<file path="config.mk">
export PLATFORM = sky130hd
export DESIGN_NAME = dot_acc_engine
export DESIGN_NICKNAME = d
export VERILOG_FILES = /design/src/rtl/dot_acc_pkg.sv /design/src/rtl/dot_acc_tree.sv /design/src/rtl/dot_acc_engine.sv
export SDC_FILE = /design/constraint.sdc
export NUM_CORES = 1
export LEC_CHECK = 0
export BUFFER_PORTS_ARGS = -buffer_cell sky130_fd_sc_hd__buf_2
export CAP_MARGIN = 10
export CORE_ASPECT_RATIO = 1.25
export CORE_MARGIN = 2
export CORE_UTILIZATION = 45
export CTS_BUF_LIST = sky130_fd_sc_hd__clkbuf_8 sky130_fd_sc_hd__clkbuf_16
export DETAILED_ROUTE_END_ITERATION = 7
export GPL_TIMING_DRIVEN = 0
export REMOVE_ABC_BUFFERS = 1
export SYNTH_ARGS = -nofsm -noshare
export SYNTH_HDL_FRONTEND = slang
export SYNTH_SLANG_ARGS = --single-unit
export TNS_END_PERCENT = 30
</file>
<file path="constraint.sdc">
create_clock -name clk_i -period 6.7 [get_ports clk_i]
set_input_delay 1.675 -clock clk_i [delete_from_list [all_inputs] [get_ports clk_i]]
set_output_delay 1.675 -clock clk_i [all_outputs]
set_load 0.02 [all_outputs]
</file>
<file path="src/rtl/dot_acc_pkg.sv">
// Width helpers and saturation bounds shared by the dot_acc_engine datapath.
package dot_acc_pkg;

    localparam int MAX_ACC_W = 64;

    function automatic int prod_width(input int in_size_0, input int in_size_1);
        return in_size_0 + in_size_1 + 1;
    endfunction

    function automatic int tree_width(input int prod_w, input int lanes);
        return prod_w + $clog2(lanes);
    endfunction

    function automatic int acc_width(input int tree_w, input int guard);
        return tree_w + guard;
    endfunction

    // Bounds are returned sign-extended to MAX_ACC_W; callers truncate to their width.
    function automatic logic [MAX_ACC_W-1:0] sat_max(input int acc_w);
        return (64'd1 << (acc_w - 1)) - 64'd1;
    endfunction

    function automatic logic [MAX_ACC_W-1:0] sat_min(input int acc_w);
        return ~sat_max(acc_w);
    endfunction

endpackage

</file>
<file path="src/rtl/dot_acc_tree.sv">
// Combinational LANES-to-1 signed adder tree; products of width P_W reduce to T_W.
module dot_acc_tree
    import dot_acc_pkg::*;
#(
    parameter int LANES = 8,
    parameter int P_W   = 13,
    parameter int T_W   = tree_width(P_W, LANES)
) (
    input  logic [LANES*P_W-1:0] prod_i,
    output logic [T_W-1:0]       sum_o
);

    localparam int NODES = 2 * LANES - 1;

    // Heap layout: node k sums children 2k+1 and 2k+2, leaves occupy the tail.
    logic [T_W-1:0] node_s [NODES];

    for (genvar l = 0; l < LANES; l++) begin : g_leaf
        assign node_s[LANES-1+l] = {{(T_W-P_W){prod_i[l*P_W+P_W-1]}}, prod_i[l*P_W +: P_W]};
    end

    for (genvar k = 0; k < LANES - 1; k++) begin : g_add
        assign node_s[k] = node_s[2*k+1] + node_s[2*k+2];
    end

    assign sum_o = node_s[0];

endmodule

</file>
<file path="src/rtl/dot_acc_engine.sv">
// Streaming dot-product accumulator: multiply stage, adder-tree stage, packet accumulator.
// Optional saturation with overflow flag when DOT_ACC_SATURATE_EN is defined.
module dot_acc_engine
    import dot_acc_pkg::*;
#(
    parameter int IN_SIZE_0 = 4,
    parameter int IN_SIZE_1 = 8,
    parameter int LANES     = 8,
    parameter int ACC_GUARD = 8,
    localparam int P_W      = prod_width(IN_SIZE_0, IN_SIZE_1),
    localparam int T_W      = tree_width(P_W, LANES),
    localparam int ACC_SIZE = acc_width(T_W, ACC_GUARD)
) (
    input  logic                       clk_i,
    input  logic                       rst_i,
    input  logic                       valid_i,
    output logic                       ready_o,
    input  logic                       last_i,
    input  logic                       sign_0_i,
    input  logic                       sign_1_i,
    input  logic [LANES*IN_SIZE_0-1:0] in_0_i,
    input  logic [LANES*IN_SIZE_1-1:0] in_1_i,
    output logic                       out_valid_o,
    input  logic                       out_ready_i,
    output logic [ACC_SIZE-1:0]        out_o,
    output logic                       overflow_o
);

    function automatic logic [P_W-1:0] ext_op0(input logic [IN_SIZE_0-1:0] v, input logic s);
        return {{(P_W-IN_SIZE_0){s & v[IN_SIZE_0-1]}}, v};
    endfunction

    function automatic logic [P_W-1:0] ext_op1(input logic [IN_SIZE_1-1:0] v, input logic s);
        return {{(P_W-IN_SIZE_1){s & v[IN_SIZE_1-1]}}, v};
    endfunction

    logic                 en_s;
    logic [LANES*P_W-1:0] prod_s;
    logic [T_W-1:0]       tree_sum_s;
    logic                 acc_step_s;
    logic [ACC_SIZE-1:0]  base_s;
    logic [ACC_SIZE-1:0]  add_s;
    logic [ACC_SIZE-1:0]  raw_s;
    logic [ACC_SIZE-1:0]  acc_next_s;

    logic                 s1_valid_q, s1_valid_d;
    logic                 s1_last_q,  s1_last_d;
    logic [LANES*P_W-1:0] s1_prod_q,  s1_prod_d;
    logic                 s2_valid_q, s2_valid_d;
    logic                 s2_last_q,  s2_last_d;
    logic [T_W-1:0]       s2_sum_q,   s2_sum_d;
    logic [ACC_SIZE-1:0]  acc_q,      acc_d;
    logic                 first_q,    first_d;
    logic                 out_valid_q, out_valid_d;
    logic [ACC_SIZE-1:0]  out_q,      out_d;

    // Whole pipeline freezes only while a finished result waits for the consumer.
    assign en_s        = !(out_valid_q && !out_ready_i);
    assign ready_o     = en_s && !rst_i;
    assign out_valid_o = out_valid_q;
    assign out_o       = out_q;

    // Extend each operand by its sign mode; P_W-bit products are exact for every mode mix.
    always_comb begin
        prod_s = '0;
        for (int l = 0; l < LANES; l++) begin
            prod_s[l*P_W +: P_W] = ext_op0(in_0_i[l*IN_SIZE_0 +: IN_SIZE_0], sign_0_i)
                                 * ext_op1(in_1_i[l*IN_SIZE_1 +: IN_SIZE_1], sign_1_i);
        end
    end

    dot_acc_tree #(
        .LANES (LANES),
        .P_W   (P_W),
        .T_W   (T_W)
    ) u_tree (
        .prod_i (s1_prod_q),
        .sum_o  (tree_sum_s)
    );

    // S1/S2 next state: advance on en, otherwise hold.
    always_comb begin
        if (en_s) begin
            s1_valid_d = valid_i;
            s1_last_d  = last_i;
            s1_prod_d  = prod_s;
            s2_valid_d = s1_valid_q;
            s2_last_d  = s1_last_q;
            s2_sum_d   = tree_sum_s;
        end else begin
            s1_valid_d = s1_valid_q;
            s1_last_d  = s1_last_q;
            s1_prod_d  = s1_prod_q;
            s2_valid_d = s2_valid_q;
            s2_last_d  = s2_last_q;
            s2_sum_d   = s2_sum_q;
        end
    end

    assign acc_step_s = en_s && s2_valid_q;
    assign base_s     = first_q ? {ACC_SIZE{1'b0}} : acc_q;
    assign add_s      = ACC_SIZE'($signed(s2_sum_q));
    assign raw_s      = base_s + add_s;

`ifdef DOT_ACC_SATURATE_EN
    localparam logic [ACC_SIZE-1:0] SAT_MAX = ACC_SIZE'(sat_max(ACC_SIZE));
    localparam logic [ACC_SIZE-1:0] SAT_MIN = ACC_SIZE'(sat_min(ACC_SIZE));

    logic wrap_ovf_s;
    logic sticky_q, sticky_d;
    logic ovf_q,    ovf_d;

    assign wrap_ovf_s = (base_s[ACC_SIZE-1] == add_s[ACC_SIZE-1])
                     && (raw_s[ACC_SIZE-1] != base_s[ACC_SIZE-1]);
    assign overflow_o = ovf_q;

    // Once saturated, the accumulator stays pinned until the packet closes.
    always_comb begin
        if (sticky_q) begin
            acc_next_s = acc_q;
        end else if (wrap_ovf_s) begin
            acc_next_s = add_s[ACC_SIZE-1] ? SAT_MIN : SAT_MAX;
        end else begin
            acc_next_s = raw_s;
        end
    end

    // Sticky overflow follows the open packet and is latched alongside each result.
    always_comb begin
        if (acc_step_s && s2_last_q) begin
            sticky_d = 1'b0;
            ovf_d    = sticky_q | wrap_ovf_s;
        end else if (acc_step_s) begin
            sticky_d = sticky_q | wrap_ovf_s;
            ovf_d    = ovf_q;
        end else begin
            sticky_d = sticky_q;
            ovf_d    = ovf_q;
        end
    end

    // Overflow state registers.
    always_ff @(posedge clk_i) begin
        if (rst_i) begin
            sticky_q <= 1'b0;
            ovf_q    <= 1'b0;
        end else begin
            sticky_q <= sticky_d;
            ovf_q    <= ovf_d;
        end
    end
`else
    assign overflow_o = 1'b0;

    // Plain modular accumulation.
    always_comb begin
        acc_next_s = raw_s;
    end
`endif

    // Accumulator and output register; a result may land in the same cycle the old one leaves.
    always_comb begin
        if (acc_step_s && s2_last_q) begin
            acc_d       = acc_q;
            first_d     = 1'b1;
            out_valid_d = 1'b1;
            out_d       = acc_next_s;
        end else if (acc_step_s) begin
            acc_d       = acc_next_s;
            first_d     = 1'b0;
            out_valid_d = out_valid_q && !out_ready_i;
            out_d       = out_q;
        end else begin
            acc_d       = acc_q;
            first_d     = first_q;
            out_valid_d = out_valid_q && !out_ready_i;
            out_d       = out_q;
        end
    end

    // Pipeline state registers; reset drops any partial packet.
    always_ff @(posedge clk_i) begin
        if (rst_i) begin
            s1_valid_q  <= 1'b0;
            s1_last_q   <= 1'b0;
            s1_prod_q   <= '0;
            s2_valid_q  <= 1'b0;
            s2_last_q   <= 1'b0;
            s2_sum_q    <= '0;
            acc_q       <= '0;
            first_q     <= 1'b1;
            out_valid_q <= 1'b0;
            out_q       <= '0;
        end else begin
            s1_valid_q  <= s1_valid_d;
            s1_last_q   <= s1_last_d;
            s1_prod_q   <= s1_prod_d;
            s2_valid_q  <= s2_valid_d;
            s2_last_q   <= s2_last_d;
            s2_sum_q    <= s2_sum_d;
            acc_q       <= acc_d;
            first_q     <= first_d;
            out_valid_q <= out_valid_d;
            out_q       <= out_d;
        end
    end

endmodule

</file>
=== Word level (Yosys, flattened, before mapping) ===
Index checks and enable logic that the tools add are counted.

* Flip-flop bits (word level): 174
* Word-level logic and storage cells: 54

* Add/sub/neg operators: 8
* Multiply operators: 8
* Muxes and demuxes: 2
* Bitwise logic cells: 17
* Reductions and logical operators: 9

{| class="wikitable"
|+ Operators with widths
! cell !! count
|-
| 5-bit by 9-bit multiplier with 13-bit output || 8
|-
| 13-bit by 13-bit adder with 14-bit output || 4
|-
| 14-bit by 14-bit adder with 15-bit output || 2
|-
| 24-bit adder || 1
|-
| 24-bit two-way mux || 1
|-
| 15-bit by 15-bit adder with 16-bit output || 1
|-
| 1-bit bitwise AND || 16
|-
| 1-bit logical AND || 4
|-
| 1-bit logical NOT || 3
|-
| 2-bit AND reduction || 1
|-
| 2-bit OR reduction || 1
|-
| 1-bit two-way mux || 1
|-
| 1-bit NOT || 1
|}

=== Logic depth before layout (Yosys ltp) ===
Gate-level depths: netlist of the first run.

* Word-level depth: 7
* Depth in mapped cells: 18

=== Modules after synthesis ===
From an unflattened synthesis of the first run, not the netlist that was laid out.

* Cell total of the unflattened synthesis: 2,779
* Area total of the unflattened synthesis: 22,957.0 um^2

{| class="wikitable"
|+ By module, submodules not included
! module !! times used !! cells each !! area each (um^2)
|-
| dot_acc_engine || 1 || 2,315 || 19,194.7
|-
| dot_acc_tree || 1 || 464 || 3,762.4
|}

=== Worst setup path after synthesis of the first run ===
Ideal clock, no wire load.

* Path type: input port to flip-flop
* Start: in sign_0_i
* End: reg s1_prod_q[12]
* Setup time: 0.132 ns
* Arrival: 5.360 ns
* Data required time: 6.568 ns
* Setup slack: 1.207 ns
* Stages on the path: 15
* Path buffers: 1
* Path through: clkbuf_1 nand2_1 or2_2 fa_1 fa_1 fa_1 inv_1 ha_1 a21oi_1 o221ai_1 or4_1 o311ai_0 o21ai_0 xnor2_1 a21oi_1

* Longest elaborated chain between the ends: 2

{| class="wikitable"
|+ RTL lines
! element !! line !! RTL
|-
| from (decl) || dot_acc_engine.sv:19 || <nowiki>input logic sign_0_i,</nowiki>
|-
| 1-bit bitwise AND || dot_acc_engine.sv:30 || <nowiki>return {{(P_W-IN_SIZE_0){s & v[IN_SIZE_0-1]}}, v};</nowiki>
|-
| 5-bit by 9-bit multiplier with 13-bit output || dot_acc_engine.sv:68 || <nowiki>* ext_op1(in_1_i[l*IN_SIZE_1 +: IN_SIZE_1], sign_1_i);</nowiki>
|-
| to (signal assigned) || dot_acc_engine.sv:197 || <nowiki>s1_prod_q <= s1_prod_d;</nowiki>
|-
| to (decl) || dot_acc_engine.sv:48 || <nowiki>logic [LANES*P_W-1:0] s1_prod_q, s1_prod_d;</nowiki>
|}

Every way passes these cells.
A chain may end at the register's enable or synchronous reset.

=== Worst setup path in the final report of the first run ===
Ends and elaborated chain as after synthesis.

==> flow_summary.ini, run 1 <==
[outcome]
status = finished clean

[power_and_ir_drop]
power_density_mw_per_mm2 = 468
ir_drop_mv = 0.728
p_leak_uw = 0.0116

[sta]
relSlewSlack = 0.298
finalCritPeriodShare = 0.872
hold_viol_final = 0
worstMarginPinSlew_ps = 1050
setup_viol = 0
finalMaxSlewViolations = 0
rsz0062_at_grt = false
timing.hold.ws_ps = 448
layout_min_cycle_time_ps = 5840
clock.fmax_mhz = 171
skew_ps = 14.8

[cts]
holdBufCountCts = 0
clockRootBuffer = clkbuf_16
clk_path_buf_depth = 2
cts_inserted_buffers = 17
post_cts_buffers = 0
path_clk_slew_ps = 70
clk-insertion-delay-late_ps = 440
cts_sinks = 174
cts_tree = built
htreeDepth = 4
cts_resized = 0

[critical_path]
cp_max_fo = 10
cp-end-kind = register
start_kind = primary input
worstSetupPathType = in -> reg
critPathRequiredTime_ps = 6990
crit_arrival_ps = 6130

[route]
routed_via_density = 5.04
antenna_left = 0
route.detailed.drc = 0
dr.pass1.iters = 5
wl_per_cell_um = 14.7
vias = 17159
first_iter_violations = 662
drt_wl_total_um = 50200

[synth]
async_flop_share = 0
synthFlopType = dfxtp_1
syn_area_per_cell_um2 = 8.29
synth-edff-count = 0
yosysSeqAreaShare = 0.157
syn_inst = 2673
ys_types = 66
ys_ff_latch = 174
yosysWarnings = 0
netlist_area_mm2 = 0.0222

[placement]
gp_congestion = 0.830
dpl.cell_count = 3373
io_buffers = 128
dpl.hpwl_um = 41100
post_dp_cell_area_mm2 = 0.0235

[worst_hold_path]
hold_path.class = reg -> reg

[global_route]
antenna_found_initial = 1
gr-total-overflow = 0
track_usage = 0.205
grt_pass1_vias = 17928
grt_start_max_net_pins = 124
grt_pass1_wl_um = 85700

[cells_and_area]
final_area_mm2 = 0.0241
drive_above_1_share = 0.0743
fin_cells = 3405
area_growth_pct = 8.67
layout.nets = 3356

[die]
die_x_um = 203
ios = 130
core_mm2 = 0.0484
initial_core_util = 0.458
dieArea_mm2 = 0.0511
num_rows = 90
dieHeight_um = 252

[flow_run]
drv_cap = 0
cell type report:
| class | count | area, um2 |
|---|---|---|
| diodes | 1 | 2.50 |
| clock buffers | 17 | 425 |
| clock inverters | 14 | 176 |
| fillers | 4760 | 24300 |
| inverters | 571 | 2140 |
| multi-input cells | 1849 | 16200 |
| flip-flops and latches | 174 | 3480 |
| well taps | 644 | 806 |
| repair buffers | 135 | 801 |
state kept, by name, indices dropped and copies added (netlist names):
register	count
s1_prod_q	104
out_valid_o	1
out_o	24
s2_valid_q	1
s2_last_q	1
s2_sum_q	16
acc_q	24
first_q	1
s1_valid_q	1
s1_last_q	1
report_power, final:
part           switching (uW)  internal [uW]
Sequential                160           1330
Combinational            4840           3900
Clock                     475            564
Total                    5470           5800
layout by cell type (no fill, tap or decap), drive strengths merged, types with 3 or more instances in the layout:
cell type  count
inv          577
dfxtp        174
o21a          10
a211o          3
ha           207
buf          135
o221ai         4
nand3         75
nand2b        17
a211oi        19
o21bai        11
fa           298
o31ai          7
nor2         121
nand2        232
or2           25
o311ai         3
o41ai          6
nor4b          5
xnor2         96
nor2b         35
nand4          5
o31a           4
and3          35
a22o          13
o21ai         92
a31oi          9
xor2          17
o211ai         7
or4            6
or3           15
a21boi         5
a21o          13
mux2i          8
clkinv         4
a21oi        163
clkbuf        17
nor3          35
and2         224
kinds of logic after synthesis:
group / share of synthesized area
AO/OA/AOI/OAI: 0.105
XOR/XNOR: 0.0446
adder cells (fa/ha/maj): 0.386
buffers and inverters: 0.111
flip-flops: 0.157
multiplexers: 0.00361
other: 0.000169
AND/OR/NAND/NOR: 0.193
through the flow:
stage                util  setup slack, ps  setup TNS [ps]  total power [uW]
floorplan               -              158               0              8240
global placement    0.481            -2980         -304260             10000
detailed placement  0.485              469               0             10200
CTS                 0.497              906               0             11300
global route        0.497              494               0             12600
finish              0.497              858               0             11300
Yosys cell counts, types with 8 or more instances:
cell      instances  area [um2]
nor2b_1          35         219
nand2b_1         17         106
dfxtp_1         174        3480
clkbuf_1         60         225
a21oi_1         162         811
buf_1            10        37.5
o21a_1           10        75.1
mux2i_1           8        80.1
nand3_1          75         375
or2_2            25         156
a21o_1           13        97.6
or3_1            15        93.8
and2_1          224        1400
o21ai_0          91         455
nor2_1          121         454
o21bai_1         11        82.6
xor2_1           17         149
xnor2_1          96         841
ha_1            207        2590
fa_1            298        5970
and3_1           35         219
a31oi_1           8        50.1
nor3_1           35         175
nand2_1         232         871
a211oi_1         18         135
a22o_1           13         114
inv_1           570        2140
layer usage:
layer  wire length [um]  global-route usage  part of all wire  vias to the layer above
li1                   -                   -                 -                     8502
met1              21600               0.243              0.43                     8406
met2              26600               0.394              0.53                      201
met3               1020              0.0186             0.020                       50
met4                996              0.0486             0.020                        0
met5                  0                   0                 0                        -
path summary, 6_finish.rpt:
path	startpoint	end	slack, ps	cells past startpoint
worst max register to register	s1_prod_q[42]	s2_sum_q[15]	2000	16
worst min register to register	out_o[14]	out_o[14]	450	2
worst min-delay path	out_o[14]	out_o[14]	450	2
worst max-delay path	sign_0_i	s1_prod_q[12]	860	15
worst max-delay path: stages:
cell,delay (ps)
buf_2,430
nand2_1,340
or2_2,380
fa_1,510
fa_1,430
fa_1,550
inv_1,60
ha_1,260
a21oi_1,180
o221ai_1,190
or4_1,420
o311ai_0,200
o21ai_0,230
xnor2_1,180
a21oi_1,80
No activity file was read; power rests on OpenSTA's default activity.
==> inputs of run 2 (changes only) <==
ABC_AREA = 1   (was not set)
==> flow_summary.ini, run 2 <==
[global_route]
grt_use_met3 = 0.0152
grt_pass1_wl_um = 94100
grt_start_max_net_pins = 68
busiest_layer = met2
met2_usage = 0.400
antenna_found_initial = 0
use_met1 = 0.257
grt_pass1_vias = 19511
gr-total-overflow = 0
track_usage = 0.210

[synth]
synth-compound-area-share = 0.0813
yosysSeqAreaShare = 0.146
yosys-top-cells-count = inv_1, nand2_1, fa_1
netlist_area_mm2 = 0.0238
synthAdderAreaFrac = 0.360
yosys.area.top_type = fa_1
ys_ff_latch = 174
synth-edff-count = 0
synth.top_cell.area_share = 0.251
synthMuxAreaShare = 0
yosysMostFrequentCell = inv_1
synthFlopType = dfxtp_1
synth_top_family_by_area = adder cells
async_flop_share = 0
yosysWarnings = 0
yosys.area_share.simple = 0.206
ys_types = 41
syn_inst = 3432
syn_area_per_cell_um2 = 6.93
synth-xor-area-share = 0.0228
synth_area_leaders = fa_1, inv_1, dfxtp_1

[die]
ios = 130
core_mm2 = 0.0525
num_rows = 94
die_x_um = 210
dieHeight_um = 261
initial_core_util = 0.453
dieArea_mm2 = 0.0547

[route]
wl_per_cell_um = 13.3
drt_wl_total_um = 55600
dr.pass1.iters = 8
antenna_left = 0
vias = 19522
route.detailed.drc = 0
routed_via_density = 4.67
first_iter_violations = 900

[cts]
path_clk_slew_ps = 70
clockRootBuffer = clkbuf_16
cts_resized = 0
clk-insertion-delay-late_ps = 440
post_cts_buffers = 0
holdBufCountCts = 0
cts_tree = built
cts_inserted_buffers = 17
cts_sinks = 174
htreeDepth = 4
clk_path_buf_depth = 2

[sta]
worstMarginPinSlew_ps = 1150
finalCritPeriodShare = 0.793
clock.fmax_mhz = 188
fin_tns_setup_ps = 0
rsz0062_at_grt = false
hold_viol_final = 0
relSlewSlack = 0.234
finalMaxSlewViolations = 0
layout_min_cycle_time_ps = 5310
setup_viol = 0
skew_ps = 21.8

[worst_hold_path]
hold_path.class = reg -> reg

[placement]
dpl.cell_count = 4148
gp_congestion = 0.883
io_buffers = 128
dpl.hpwl_um = 46500

[cells_and_area]
final_common_cell = inv_1
area_growth_pct = 7.20
layout.nets = 4103
diodes = 0
top_register = s1_prod_q
fin_cells = 4180
drive_above_1_share = 0.0619
largest_reg_flops = 104
final_cell_mix = inv_1, nand2_1, fa_1

[critical_path]
r2r_setup_slack_ps = 2420
r2r_end = s2_sum_q[14]
r2r-start = s1_prod_q[2]
cp-startpoint = sign_0_i
rr_worst_depth = 19
cp_max_fo = 11
start_kind = primary input
critPathCapture = s1_prod_q[90]
cp-end-kind = register
critPathRequiredTime_ps = 7030
crit_arrival_ps = 5650
worstSetupPathType = in -> reg

[power_and_ir_drop]
combPwrFrac = 0.798
p_switching_uw = 6550
power_density_mw_per_mm2 = 469
ir_drop_mv = 0.985
p_seq_frac = 0.121
p_leak_uw = 0.0153
switching_share = 0.548
pwr-share-clk = 0.081
internal_power_uw = 5410

[flow_run]
drv_cap = 0

[outcome]
status = finished clean
==> run 2: changes by cell type in the layout (fill, tap and decap cells not counted), sizes merged, moves of 24 or more <==
cell,change
nor2,+51
inv,+487
xnor2,-75
nor3,-35
and3,-35
nand3,+50
o22ai,+29
xor2,+24
nand2,+603
nor2b,-35
and2,-221
==> run 2: power groups by stage <==
stage | registers, uW | clock network (uW) | logic [uW]
final | 1450 | 965 | 9540
after detailed placement | 1470 | 0 | 9430
after floorplan | 1430 | 0 | 7200
after global routing | 1480 | 1010 | 11000
after global placement | 1470 | 0 | 9320
after CTS | 1450 | 972 | 9490
==> run 2: final cells by class <==
cell class	instances	area (um2)
clock buffers	17	425
clock inverters	15	133
multi-input cells	2113	15900
well taps	672	841
inverters	1057	3970
fillers	5432	27000
flip-flops and latches	174	3480
repair buffers	132	718
==> run 2: cells by family (layout without fill, tap and decap cells) <==
kind of cell	after synthesis	in the layout
xor gates and xnor gates	62	62
other	1	1
adders and majority gates	505	505
and+or+nand+nor	1200	1200
DFF	174	174
AOI/OAI and AO/OA	345	345
buffers and inverters	1145	1221
==> run 2: worst max-delay path, stage by stage <==
cell	delay (ps)
buf_2	340
nand2_1	370
or2_2	400
fa_1	520
inv_1	60
fa_1	490
inv_1	50
fa_1	490
inv_1	40
ha_1	340
nand2_1	90
nor2_1	120
nand3_1	90
nand3_1	110
inv_1	50
nand2_1	50
nand3_1	180
nand2_1	140
inv_1	40
==> run 2: how the worst min path moves through the flow <==
stage	startpoint	to	slack, ps	cells past startpoint
2_1_floorplan	s2_valid_q	s2_valid_q	430	2
3_3_place_gp	out_o[21]	out_o[21]	430	2
3_5_place_dp	out_o[22]	out_o[22]	440	2
4_1_cts	out_o[22]	out_o[22]	450	2
5_1_grt	out_o[6]	out_o[6]	470	2
6_report	out_o[21]	out_o[21]	450	2
==> run 2: metal layers <==
layer,part of all wire,wire [um],vias to the layer above
met5,0,0,-
met4,0.024,1360,0
met3,0.020,1130,64
met2,0.51,28500,219
met1,0.44,24600,9076
li1,-,-,10163
==> run 2: through the flow <==
step | utilization | power [uW] | instance area [um2] | setup WS (ps) | hold WS (ps)
2_1_floorplan | - | 8630 | 23400 | 1860 | 429
3_3_place_gp | 0.474 | 10800 | 24900 | 502 | 434
3_5_place_dp | 0.475 | 10900 | 24900 | 889 | 442
6_report | 0.486 | 12000 | 25500 | 1390 | 452
4_1_cts | 0.486 | 11900 | 25500 | 1330 | 454
5_1_grt | 0.486 | 13500 | 25500 | 1010 | 467
